`config.mk`:
```
export PLATFORM = sky130hd
export DESIGN_NAME = uart_word_bridge
export DESIGN_NICKNAME = d
export VERILOG_FILES = /design/src/rtl/uart_word_bridge_pkg.sv /design/src/rtl/uart_word_bridge_serializer.sv /design/src/rtl/uart_word_bridge.sv
export SDC_FILE = /design/constraint.sdc
export NUM_CORES = 1
export LEC_CHECK = 0
export CAP_MARGIN = 20
export CELL_PAD_IN_SITES_DETAIL_PLACEMENT = 1
export CELL_PAD_IN_SITES_GLOBAL_PLACEMENT = 2
export CORE_AREA = 3 3 79 155
export CTS_BUF_LIST = sky130_fd_sc_hd__clkbuf_8
export CTS_CLUSTER_SIZE = 30
export DETAILED_ROUTE_END_ITERATION = 8
export DIE_AREA = 0 0 82 158
export GPL_TIMING_DRIVEN = 0
export PLACE_DENSITY = 0.87
export SLEW_MARGIN = 40
export SYNTH_ARGS = -nofsm -noshare
export SYNTH_HDL_FRONTEND = slang
export SYNTH_SLANG_ARGS = --single-unit
```
`constraint.sdc`:
```
create_clock -name clk -period 3.2 [get_ports clk]
set_clock_uncertainty 0.05 [all_clocks]
set_input_delay 0.48 -clock clk [delete_from_list [all_inputs] [get_ports clk]]
set_output_delay 0.48 -clock clk [all_outputs]
set_load 0.01 [all_outputs]
```
`src/rtl/uart_word_bridge_pkg.sv`:
```
// Shared state encodings and sizing helper for the UART word bridge.
package uart_word_bridge_pkg;

  typedef enum logic {
    RX_COLLECT = 1'b0,
    RX_HOLD    = 1'b1
  } rx_state_t;

  typedef enum logic [1:0] {
    TX_IDLE = 2'd0,
    TX_SEND = 2'd1,
    TX_WAIT = 2'd2
  } tx_state_t;

  function automatic int word_bytes(input int nb_word, input int nb_data);
    return nb_word / nb_data;
  endfunction

endpackage

```
`src/rtl/uart_word_bridge_serializer.sv`:
```
// uart_word_serializer: latches a word and feeds it to the UART transmitter
// one byte at a time, LSB byte first, pacing on the transmitter's done pulse.
module uart_word_serializer
  import uart_word_bridge_pkg::*;
#(
  parameter int NB_DATA = 8,
  parameter int NB_WORD = 32
) (
  input  logic               clk,
  input  logic               i_rst,
  input  logic [NB_WORD-1:0] i_word,
  input  logic               i_word_valid,
  output logic               o_word_ready,
  output logic [NB_DATA-1:0] o_tx_wdata,
  output logic               o_tx_start,
  input  logic               i_tx_done,
  input  logic               i_tx_full
);

  localparam int BYTES = word_bytes(NB_WORD, NB_DATA);
  localparam int NB_IDX = $clog2(BYTES);
  localparam logic [NB_IDX-1:0] LAST_IDX = NB_IDX'(BYTES - 1);

  tx_state_t          state;
  tx_state_t          state_next;
  logic [NB_WORD-1:0] word_q;
  logic [NB_IDX-1:0]  tx_idx;
  logic               launch;

  always_comb begin
    state_next = state;
    launch     = 1'b0;
    case (state)
      TX_IDLE: if (i_word_valid) state_next = TX_SEND;
      TX_SEND: begin
        if (!i_tx_full) begin
          launch     = 1'b1;
          state_next = TX_WAIT;
        end
      end
      TX_WAIT: begin
        if (i_tx_done) state_next = (tx_idx == LAST_IDX) ? TX_IDLE : TX_SEND;
      end
      default: state_next = TX_IDLE;
    endcase
  end

  // The start pulse is registered so the byte and its strobe leave together.
  always_ff @(posedge clk) begin
    if (i_rst) begin
      state      <= TX_IDLE;
      word_q     <= '0;
      tx_idx     <= '0;
      o_tx_wdata <= '0;
      o_tx_start <= 1'b0;
    end else begin
      state      <= state_next;
      o_tx_start <= launch;
      if (state == TX_IDLE && i_word_valid) begin
        word_q <= i_word;
        tx_idx <= '0;
      end
      if (launch) o_tx_wdata <= word_q[tx_idx*NB_DATA +: NB_DATA];
      if (state == TX_WAIT && i_tx_done && tx_idx != LAST_IDX) tx_idx <= tx_idx + 1'b1;
    end
  end

  assign o_word_ready = !i_rst && (state == TX_IDLE);

endmodule

```
`src/rtl/uart_word_bridge.sv`:
```
// uart_word_bridge: assembles RX FIFO bytes into little-endian words and sends words out
// through uart_word_serializer. Define UART_WORD_BRIDGE_TIMEOUT_EN to drop stale partial RX words.
module uart_word_bridge
  import uart_word_bridge_pkg::*;
#(
  parameter int NB_DATA        = 8,
  parameter int NB_WORD        = 32,
  parameter int TIMEOUT_CYCLES = 65535,
  parameter int NB_TIMEOUT     = 16
) (
  input  logic               clk,
  input  logic               i_rst,
  input  logic [NB_DATA-1:0] i_rx_rdata,
  input  logic               i_rx_empty,
  output logic               o_rx_rd,
  output logic [NB_WORD-1:0] o_word,
  output logic               o_word_valid,
  input  logic               i_word_ready,
  input  logic [NB_WORD-1:0] i_word,
  input  logic               i_word_valid,
  output logic               o_word_ready,
  output logic [NB_DATA-1:0] o_tx_wdata,
  output logic               o_tx_start,
  input  logic               i_tx_done,
  input  logic               i_tx_full,
  output logic               o_rx_timeout
);

  localparam int BYTES = word_bytes(NB_WORD, NB_DATA);
  localparam int NB_IDX = $clog2(BYTES);
  localparam logic [NB_IDX-1:0] LAST_IDX = NB_IDX'(BYTES - 1);
  localparam logic [NB_TIMEOUT-1:0] TIMEOUT_LAST = NB_TIMEOUT'(TIMEOUT_CYCLES - 1);

  rx_state_t         rx_state;
  rx_state_t         rx_state_next;
  logic [NB_IDX-1:0] rx_idx;
  logic              pop;
  logic              timeout_hit;

  assign pop          = !i_rst && (rx_state == RX_COLLECT) && !i_rx_empty;
  assign o_rx_rd      = pop;
  assign o_word_valid = !i_rst && (rx_state == RX_HOLD);
  assign o_rx_timeout = timeout_hit;

  always_comb begin
    rx_state_next = rx_state;
    case (rx_state)
      RX_COLLECT: if (pop && rx_idx == LAST_IDX) rx_state_next = RX_HOLD;
      RX_HOLD:    if (i_word_ready) rx_state_next = RX_COLLECT;
      default:    rx_state_next = RX_COLLECT;
    endcase
  end

  // Bytes land directly in their lane of o_word; the word is only presented once in RX_HOLD.
  always_ff @(posedge clk) begin
    if (i_rst) begin
      rx_state <= RX_COLLECT;
      rx_idx   <= '0;
      o_word   <= '0;
    end else begin
      rx_state <= rx_state_next;
      if (pop) begin
        o_word[rx_idx*NB_DATA +: NB_DATA] <= i_rx_rdata;
        rx_idx <= (rx_idx == LAST_IDX) ? '0 : rx_idx + 1'b1;
      end else if (timeout_hit) begin
        rx_idx <= '0;
      end
    end
  end

`ifdef UART_WORD_BRIDGE_TIMEOUT_EN
  logic [NB_TIMEOUT-1:0] to_cnt;
  logic                  starving;

  assign starving    = (rx_state == RX_COLLECT) && (rx_idx != '0) && i_rx_empty;
  assign timeout_hit = !i_rst && starving && (to_cnt == TIMEOUT_LAST);

  always_ff @(posedge clk) begin
    if (i_rst || !starving || timeout_hit) to_cnt <= '0;
    else to_cnt <= to_cnt + 1'b1;
  end
`else
  logic unused_timeout_cfg;

  assign unused_timeout_cfg = ^TIMEOUT_LAST;
  assign timeout_hit        = 1'b0;
`endif

  uart_word_serializer #(
    .NB_DATA(NB_DATA),
    .NB_WORD(NB_WORD)
  ) u_serializer (
    .clk         (clk),
    .i_rst       (i_rst),
    .i_word      (i_word),
    .i_word_valid(i_word_valid),
    .o_word_ready(o_word_ready),
    .o_tx_wdata  (o_tx_wdata),
    .o_tx_start  (o_tx_start),
    .i_tx_done   (i_tx_done),
    .i_tx_full   (i_tx_full)
  );

endmodule

```
==> impl_metrics.csv <==
group,metric,value,unit
outcome,status,"complete, no violations",
sta,slew_viol_final,0,
floorplan,io-pin-count,92,
layout,finish.utilization,42.1,%
layout,area_growth,37.1,%
placement,dp_hpwl,8.43,mm
cts,cts_buffers,9,
sta,maxSlewHeadroom,52.3,%
placement,dp.cells,613,
layout,nets,537,
grt,grt.total_usage,17.0,%
grt,grt_pass1_wl,16.4,mm
placement,portBuffers,88,
cts,post-cts-setup-buffers,0,
grt,grt_pass1_vias,3173,
grt,antenna_found_initial,0,
grt,grt_max_degree,15,
cts,htreeDepth,3,
grt,grt_overflow,0,
critical_path,critPathTopFamily,"buffers and inverters",
sta,final.setup.tns,0,ns
layout,drive_gt1_share,12.7,%
layout,insertedDiodeCount,0,
critical_path,crit_buf_inv,2,
logic_synthesis,syn_nets,438,
power,p_int,0.00157,W
placement,gp_congestion,0.822,
power,cellPowerDensity,458,nW/µm²
floorplan,initial_core_util,30.7,%
floorplan,die-area,13000,µm²
hold_path,worstHoldStart,"u_serializer.word_q[21]",
sta,period_minus_slack,2.27,ns
route,avgRoutedWirePerCell,16.8,µm
route,dr_total_vias,3065,
power,seq_power_share,49.3,%
route,drc,0,
cts,cts.clk_slew.worst_paths,0.08,ns
floorplan,die_h,158,µm
critical_path,worstPathRequired,2.67,ns
logic_synthesis,ys_seq_area_share,47.0,%
critical_path,cp-end-kind,"primary output",
logic_synthesis,synth_top_area_share,47.0,%
logic_synthesis,synth_warnings,0,
route,wirelength,10.6,mm
logic_synthesis,syn_area,3410,µm²
layout,layout_commonest_cell,"nand2_1",
route,ant_nets,0,
layout,n_fill_cell,1349,
layout,instances_no_fill,629,
critical_path,startpoint_type,"register",
layout,multiInputGateArea,1580,µm²
cts,clkSinkCount,80,
route,drt-pass1-iter-count,4,
sta,setup_viol,0,
sta,rsz0062_at_grt,"no",
sta,worst_pin_slew,0.714,ns
power,leakage,1.63,nW
logic_synthesis,synthCells,385,
power,p_comb_share,14.5,%
route,viasPerCell,4.87,
critical_path,reg2reg_from,"rx_idx[0]",
sta,hold_viol,0,
route,drt_iter0_markers,154,
cts,holdBufCountCts,0,
critical_path,arrival,1.74,ns
cts,clkLatencyLatePin,0.35,ns
critical_path,cp_slowest_cell,"clkdlybuf4s50_1",
floorplan,coreArea,11100,µm²
grt,grt_use_met3,3.76,%
sta,max_freq,441,MHz
logic_synthesis,ys_ff_latch,80,
grt,grt_busiest_layer,"met2",
logic_synthesis,synthTopCellsByArea,"dfxtp_1 (47%), nand2_1 (13%), a21oi_1 (11%), mux4_2 (5.3%), nand3_1 (4.7%)",
logic_synthesis,yosysTopAreaCell,"dfxtp_1",
logic_synthesis,ys_types,33,
cts,cts_buffer_depth,2,
floorplan,die_w,82,µm
floorplan,num_rows,54,
sta,period_share,70.9,%
critical_path,slowest_delay,0.63,ns
critical_path,cp_cell_sequence,"buf_6, nor3_2, clkdlybuf4s50_1",
cts,cts_tree,"done",
layout,ff_latch_area,1600,µm²
job,maxCapViolations,0,
critical_path,critPathMaxFanout,10,
hold_path,hp-class,"reg -> reg",
critical_path,critPathKind,"reg -> out",
grt,grtUsageMet2,33.3,%
power,swShare,26.7,%
cts,post_cts_resized,0,
cts,cts_root_buffer,"clkbuf_8",
power,irDropWorstVdd,0.266,mV
layout,layout_common_cells,"nand2_1 (115), clkdlybuf4s50_1 (88), dfxtp_1 (80)",
grt,grtUsageMet1,16.5,%
logic_synthesis,avgSynthCellArea,8.85,µm²
power,p_sw,0.000572,W
critical_path,cp-startpoint,"rx_state",
power,p_clk_share,36.2,%
final cells by class:
| class | instances | share of cell area (%) |
|---|---|---|
| clock inverters | 6 | 1.47 |
| flip-flops and latches | 80 | 34.3 |
| multi-input cells | 270 | 33.9 |
| well taps | 140 | 3.75 |
| plain buffers | 31 | 4.48 |
| inverters | 4 | 0.322 |
| clock buffers | 10 | 2.95 |
| repair buffers | 88 | 18.9 |
metal layers:
layer,up-vias,share of wire [%]
li1,1505,-
met1,1471,35
met2,75,59
met3,14,4.5
met4,0,1.8
met5,-,0
cells in the mapped netlist:
| cell type | instances |
|---|---|
| buf_6 | 9 |
| buf_4 | 3 |
| o31ai_1 | 2 |
| nand3_1 | 32 |
| a32o_1 | 1 |
| or3b_2 | 1 |
| a21o_1 | 1 |
| nand2_1 | 115 |
| nor4_1 | 1 |
| a31o_2 | 1 |
| buf_2 | 10 |
| nor4b_2 | 2 |
| dfxtp_1 | 80 |
| or4b_4 | 4 |
| conb_1 | 1 |
| nor3_1 | 1 |
| nor4bb_1 | 1 |
| or3b_1 | 1 |
| clkbuf_1 | 8 |
| nor4b_4 | 4 |
| nor2b_1 | 1 |
| and4bb_2 | 1 |
| inv_1 | 4 |
| mux4_2 | 8 |
| o21ai_0 | 1 |
| nor3_2 | 1 |
| nand3b_1 | 2 |
| ha_1 | 6 |
| nor2_1 | 5 |
| a21oi_1 | 74 |
| nand2b_1 | 1 |
| clkbuf_2 | 1 |
| nor3b_2 | 2 |
worst reg2reg max path, cell delays in order (launching register included):
cell and delay, ns:
dfxtp_1 0.48, inv_1 0.16, ha_1 0.38, nor4b_2 0.69
nand3_1 0.18, a21oi_1 0.16
final timing paths:
| path | to | slack [ns] | depth (start not counted) |
|---|---|---|---|
| max | o_rx_rd | 0.93 | 3 |
| min | u_serializer.word_q[21] | 0.41 | 2 |
| max reg2reg | o_word[26] | 1.05 | 5 |
| min reg2reg | u_serializer.word_q[21] | 0.41 | 2 |
stage by stage:
stage | area, µm² | hold WS, ns | power [W] | worst slack (ns)
after floorplan | 3410 | 0.383 | 0.00125 | 1.42
after global placement | 4460 | 0.389 | 0.00138 | 0.943
after detailed placement | 4460 | 0.398 | 0.00139 | 0.934
after CTS | 4670 | 0.410 | 0.00217 | 0.894
after global routing | 4670 | 0.424 | 0.00225 | 0.799
final | 4670 | 0.408 | 0.00214 | 0.931
flip-flops by register name (all words and copies together) (netlist names):
signal,count
o_word,32
u_serializer.word_q,32
u_serializer.o_tx_wdata,8
rx_idx,2
u_serializer.state,2
u_serializer.tx_idx,2
rx_state,1
u_serializer.o_tx_start,1
power groups by stage:
stage                     registers, W  logic [W]  clock network [W]
after floorplan                0.00107   0.000179                  0
after global placement         0.00108   0.000304                  0
after detailed placement       0.00108   0.000313                  0
after CTS                      0.00106   0.000315           0.000802
after global routing           0.00106   0.000338           0.000847
final                          0.00105   0.000309           0.000775
logic make-up after synthesis:
kind of cell / after synthesis / synth area share [%]
AOI/OAI and AO/OA: 80 / 12.2
and+or+nand+nor: 175 / 26.6
DFF: 80 / 47.0
adders and majority gates: 6 / 2.20
muxes: 8 / 5.29
buffers and inverters: 35 / 6.58
other: 1 / 0.110
Note: power is estimated with default switching activity, not from simulation.
==> RTL change 1 (same flow settings) <==
Add a define of `UART_WORD_BRIDGE_TIMEOUT_EN`.
--- a/src/rtl/uart_word_bridge.sv
+++ b/src/rtl/uart_word_bridge.sv
@@ -1,5 +1,7 @@
 // uart_word_bridge: assembles RX FIFO bytes into little-endian words and sends words out
 // through uart_word_serializer. Define UART_WORD_BRIDGE_TIMEOUT_EN to drop stale partial RX words.
+`define UART_WORD_BRIDGE_TIMEOUT_EN
+
 module uart_word_bridge
   import uart_word_bridge_pkg::*;
 #(
Formal check against the unedited RTL: no difference found for any inputs over 4 cycles, from zero or initial values and one cycle with i_rst high; that may be too few to reach the edited logic, so the function may still have changed.
==> RTL change 1 against the original RTL <==
  * Wire length increased by 13%
  * Worst setup slack got worse by 810 ps
  * Power increased by 10%
  * Clock power increased by 4.1%
  * Via count increased by 15%
  * Design area increased by 11%
  * Synthesized area increased by 15%
  * Fmax decreased by 26%
  * Sequential share of layout area increased by 2.7 points
  * Critical path depth increased by 2
  * Sequential power increased by 20%
  * Synthesized cell count increased by 19%
  * Sequential cell count increased by 16
  * Critical endpoint is now o_rx_timeout
==> RTL change 1: results (changes against the original RTL) <==
Outcome
  – Run status: finished clean (unchanged)

Route
  – DR iter-0 viols: 79 (was 154)
  – Routed vias/inst: 5.02 (was 4.87)
  – WL/cell: 16.9 um (was 16.8 um)

Global routing
  – Initial antenna violation count: 0 (unchanged)
  – GRT Overall Usage: 19.4% (was 17.0%)
  – First-pass GRT wire length: 18,800 um (was 16,400 um)
  – Vias in the first global route: 3,786 (was 3,173)
  – Largest net degree at the start of global routing: 15 (unchanged)

Worst setup path
  – CP max stage delay: 550 ps (was 630 ps)
  – Worst Path Arrival: 2550 ps (was 1740 ps)
  – CP max FO: 6 (was 10)

Place
  – Area after DPL: 0.00500 mm2 (was 0.00446 mm2)
  – Pre-CTS WS: 326 ps (was 934 ps)
  – Dpl cells: 691 (was 613)
  – Hpwl dp: 9530 um (was 8430 um)

Run
  – Number of max-cap violations: 0 (unchanged)

Logic synthesis
  – Sequential share of the synthesized area: 49.1% (was 47.0%)
  – XOR/XNOR Fraction of Synth Area: 3.13% (was 0%)
  – Syn_nets: 515 (was 438)
  – Multiplexer share of the synthesized area: 4.86% (was 5.29%)
  – Largest cells by area after synthesis: dfxtp_1, nand2_1, a21oi_1 (unchanged)
  – Post-synthesis adder-cell area fraction: 2.56% (was 2.20%)
  – Post-synth cell types: 35 (was 33)
  – Compound-gate portion of the synthesized area: 9.65% (was 12.2%)

Final layout
  – Final layout net count: 617 (was 537)
  – Filler cells: 1,332 (was 1,349)
  – Top flop regs: o_word (32), u_serializer.word_q (32), to_cnt (16) (was o_word (32), u_serializer.word_q (32), u_serializer.o_tx_wdata (8))
  – Layout cells sized above 1: 7.61% (was 12.7%)
  – Post-Layout Cell Count: 705 (was 629)

Pwr
  – Pleak: 0.00179 uW (was 0.00163 uW)
  – Worst VDD drop: 0.241 mV (was 0.266 mV)

Clock network
  – Post-CTS Resized: 1 (was 0)
## RTL change 1: cells by family (layout without fill, tap and decap cells)
family / after synthesis / count (layout)
fa+ha+maj: 8 / 8
buf+inv: 36 / 141
flops: 96 / 96
xor+xnor: 14 / 14
mux: 9 / 9
simple gates: 224 / 224
compound gates: 73 / 73
## RTL change 1: path summary, 6_finish.rpt
check	slack, ps	start	depth (start not counted)	end
worst min-delay path	400	o_word[3]$_SDFFE_PP0P_	2	o_word[3]$_SDFFE_PP0P_
worst max-delay path	120	rx_idx[0]$_SDFFE_PP0P_	5	o_rx_timeout
worst min register to register	400	o_word[3]$_SDFFE_PP0P_	2	o_word[3]$_SDFFE_PP0P_
worst max register to register	1090	rx_idx[0]$_SDFFE_PP0P_	7	to_cnt[11]$_SDFF_PP0_
## RTL change 1: routing by layer
metal  up-vias  global-route usage [%]  routed length, um
met5         -                       0                  0
met2        88                    38.7               6950
met3        22                    2.96                392
met1      1677                    18.6               4270
li1       1749                       -                  -
met4         0                    8.16                324
## RTL change 1: layout make-up
type	count	area, um2	area share (%)
buffer	28	138	2.65
tap	140	175	3.37
inverter	8	30.0	0.577
clock inverter	3	42.5	0.818
timing repair buffer	91	911	17.5
sequential	96	1920	37.0
multi-input combinational	328	1830	35.2
clock buffer	11	151	2.91
## RTL change 1: per-stage QoR
stage / hold WS, ps / util [%]
global placement: 388 / 45.1
detailed placement: 396 / 45.1
CTS: 408 / 46.9
finish: 403 / 46.9
global route: 423 / 46.9
floorplan: 383 / -
## RTL change 1: where the power goes
part / total [uW] / switching (uW) / internal, uW
clock network: 807 / 413 / 395
logic: 293 / 160 / 133
registers: 1260 / 25.3 / 1230
total: 2360 / 598 / 1760
## RTL change 1: worst min-delay path, cell delays in order (launching register included)
cell,delay [ps]
dfxtp_1,310
nand2_1,50
a21oi_1,50
==> RTL change 2 (same flow settings) <==
Made on the original files. The 3 states of `tx_state_t` get a one-hot encoding in 3 bits.
--- a/src/rtl/uart_word_bridge_pkg.sv
+++ b/src/rtl/uart_word_bridge_pkg.sv
@@ -6,10 +6,10 @@
     RX_HOLD    = 1'b1
   } rx_state_t;
 
-  typedef enum logic [1:0] {
-    TX_IDLE = 2'd0,
-    TX_SEND = 2'd1,
-    TX_WAIT = 2'd2
+  typedef enum logic [2:0] {
+    TX_IDLE = 3'b001,
+    TX_SEND = 3'b010,
+    TX_WAIT = 3'b100
   } tx_state_t;
 
   function automatic int word_bytes(input int nb_word, input int nb_data);
Behaviour: no difference found for any inputs over 4 cycles, from zero or initial values and one cycle with i_rst high; so few cycles prove little.
==> RTL change 2 against the original RTL <==
  * Sequential cell count rose by 1
  * Critical endpoint is now o_word_ready
  * Synthesized area down 0.11%
  * Combinational power is 5% higher
  * Worst hold slack worse by 31 ps
  * Highest routed layer unchanged
  * Wire length rose by 0.62%
  * Worst setup slack got worse by 270 ps
  * Power is 0.64% lower
  * Sequential share of layout area up 0.62 points
  * Clock power shrank 7.2%
  * Design area down 0.54%
  * Core utilization fell by 0.23 points
==> RTL change 2: results (changes against the original RTL) <==
Worst setup path
  – CP max stage delay: 600 ps (was 630 ps)
  – Worst Path Arrival: 2010 ps (was 1740 ps)

Clock network
  – Reg clk slew, reported paths: 80 ps (about the same)
  – Max H-tree Level: 3 (unchanged)

Final layout
  – Filler cells: 1,325 (was 1,349)
  – Layout cells sized above 1: 10.4% (was 12.7%)
  – Final layout net count: 532 (was 537)

Route
  – DR iter-0 viols: 99 (was 154)
  – WL final: 10,700 um (was 10,600 um)
  – Routed via count: 3,061 (was 3,065)
  – DRT Pass-1 Iters: 4 (unchanged)

Logic synthesis
  – Sequential share of the synthesized area: 47.7% (was 47.0%)
  – Number of synthesized flops with an enable pin: 0 (unchanged)
  – Synth top cells by count: nand2_1, dfxtp_1, a21oi_1, nand3_1, buf_2 (unchanged)
  – Syn_nets: 433 (was 438)
  – Post-synth cell types: 38 (was 33)

Place
  – Placer Congestion: 0.805 (was 0.822)
  – Hpwl dp: 8490 um (was 8430 um)

Global routing
  – First-pass GRT wire length: 17,300 um (was 16,400 um)
  – GRT Overall Usage: 17.7% (was 17.0%)
  – Largest net degree at the start of global routing: 14 (was 15)
  – Vias in the first global route: 3,454 (was 3,173)

STA
  – Worst-margin pin slew: 745 ps (was 714 ps)

Pwr
  – Worst VDD drop: 0.258 mV (was 0.266 mV)
  – Pleak: 0.00158 uW (was 0.00163 uW)

Outcome
  – Run status: finished clean (unchanged)

Hold path
  – Hold crit path type: in -> reg (was reg -> reg)
==> RTL change 2: cell types whose count changed in the layout (fill, tap and decap cells not counted), moves of 3 or more <==
| cell | change |
|---|---|
| clkinvlp_4 | +3 |
| a21oi_1 | -6 |
| nor2_1 | -3 |
| nor4b_4 | -4 |
| a22o_1 | +9 |
| buf_6 | -7 |
| nor4b_2 | +4 |
| clkinv_4 | -3 |
| or4b_1 | +4 |
| nand2_1 | -17 |
| buf_1 | +4 |
| or4b_4 | -4 |
==> RTL change 2: final timing paths <==
| path | start | end | slack [ps] | cells after the start |
|---|---|---|---|---|
| hold reg to reg | o_word[0]$_SDFFE_PP0P_ | o_word[0]$_SDFFE_PP0P_ | 400 | 2 |
| setup reg to reg | rx_idx[0]$_SDFFE_PP0P_ | o_word[21]$_SDFFE_PP0P_ | 950 | 5 |
| setup / recovery | i_rst | o_word_ready | 660 | 5 |
| hold / removal | i_rst | u_serializer.o_tx_start$_SDFF_PP0_ | 380 | 2 |
==> RTL change 2: logic make-up (layout without fill, tap and decap cells) <==
| group | after synthesis | count (layout) | synth area share, % |
|---|---|---|---|
| flops | 81 | 81 | 47.7 |
| compound gates | 88 | 88 | 15.0 |
| fa+ha+maj | 7 | 7 | 2.57 |
| mux | 8 | 8 | 5.30 |
| buf+inv | 35 | 138 | 4.93 |
| simple gates | 159 | 159 | 24.4 |
| other cells | 1 | 1 | 0.110 |
==> RTL change 2: cell type report <==
cell class | count | share of cell area, %
Sequential cell | 81 | 34.9
Multi-Input combinational cell | 263 | 34.7
Timing Repair Buffer | 88 | 19.0
Tap cell | 140 | 3.77
Buffer | 29 | 3.13
Clock buffer | 9 | 2.67
Clock inverter | 6 | 1.32
Inverter | 6 | 0.485
==> RTL change 2: power by group <==
| part | internal [uW] | switching, uW | leakage [uW] |
|---|---|---|---|
| Clock | 352 | 367 | 0.0000885 |
| Sequential | 1050 | 31.1 | 0.000658 |
| Combinational | 148 | 177 | 0.000836 |
==> RTL change 2: worst register-to-register path, stage by stage (launching register included) <==
cell and delay [ps]:
dfxtp_1 560, inv_1 170, ha_1 450, nor4b_2 580
nand3_1 190, a21oi_1 180
==> RTL change 2: per-stage QoR <==
step	util [%]	worst slack (ps)	cell area, um2	std cells
after floorplan	-	1250	3400	379
after global placement	40.2	647	4460	607
after detailed placement	40.2	598	4460	607
after CTS	41.9	601	4640	622
after global routing	41.9	546	4640	622
final	41.9	656	4640	622
==> RTL change 2: routing by layer <==
layer	track usage (%)	up-vias	routed length [um]
met5	0	-	0
met4	6.89	0	207
met3	3.76	13	435
met2	35.3	61	6450
met1	16.6	1464	3560
li1	-	1523	-
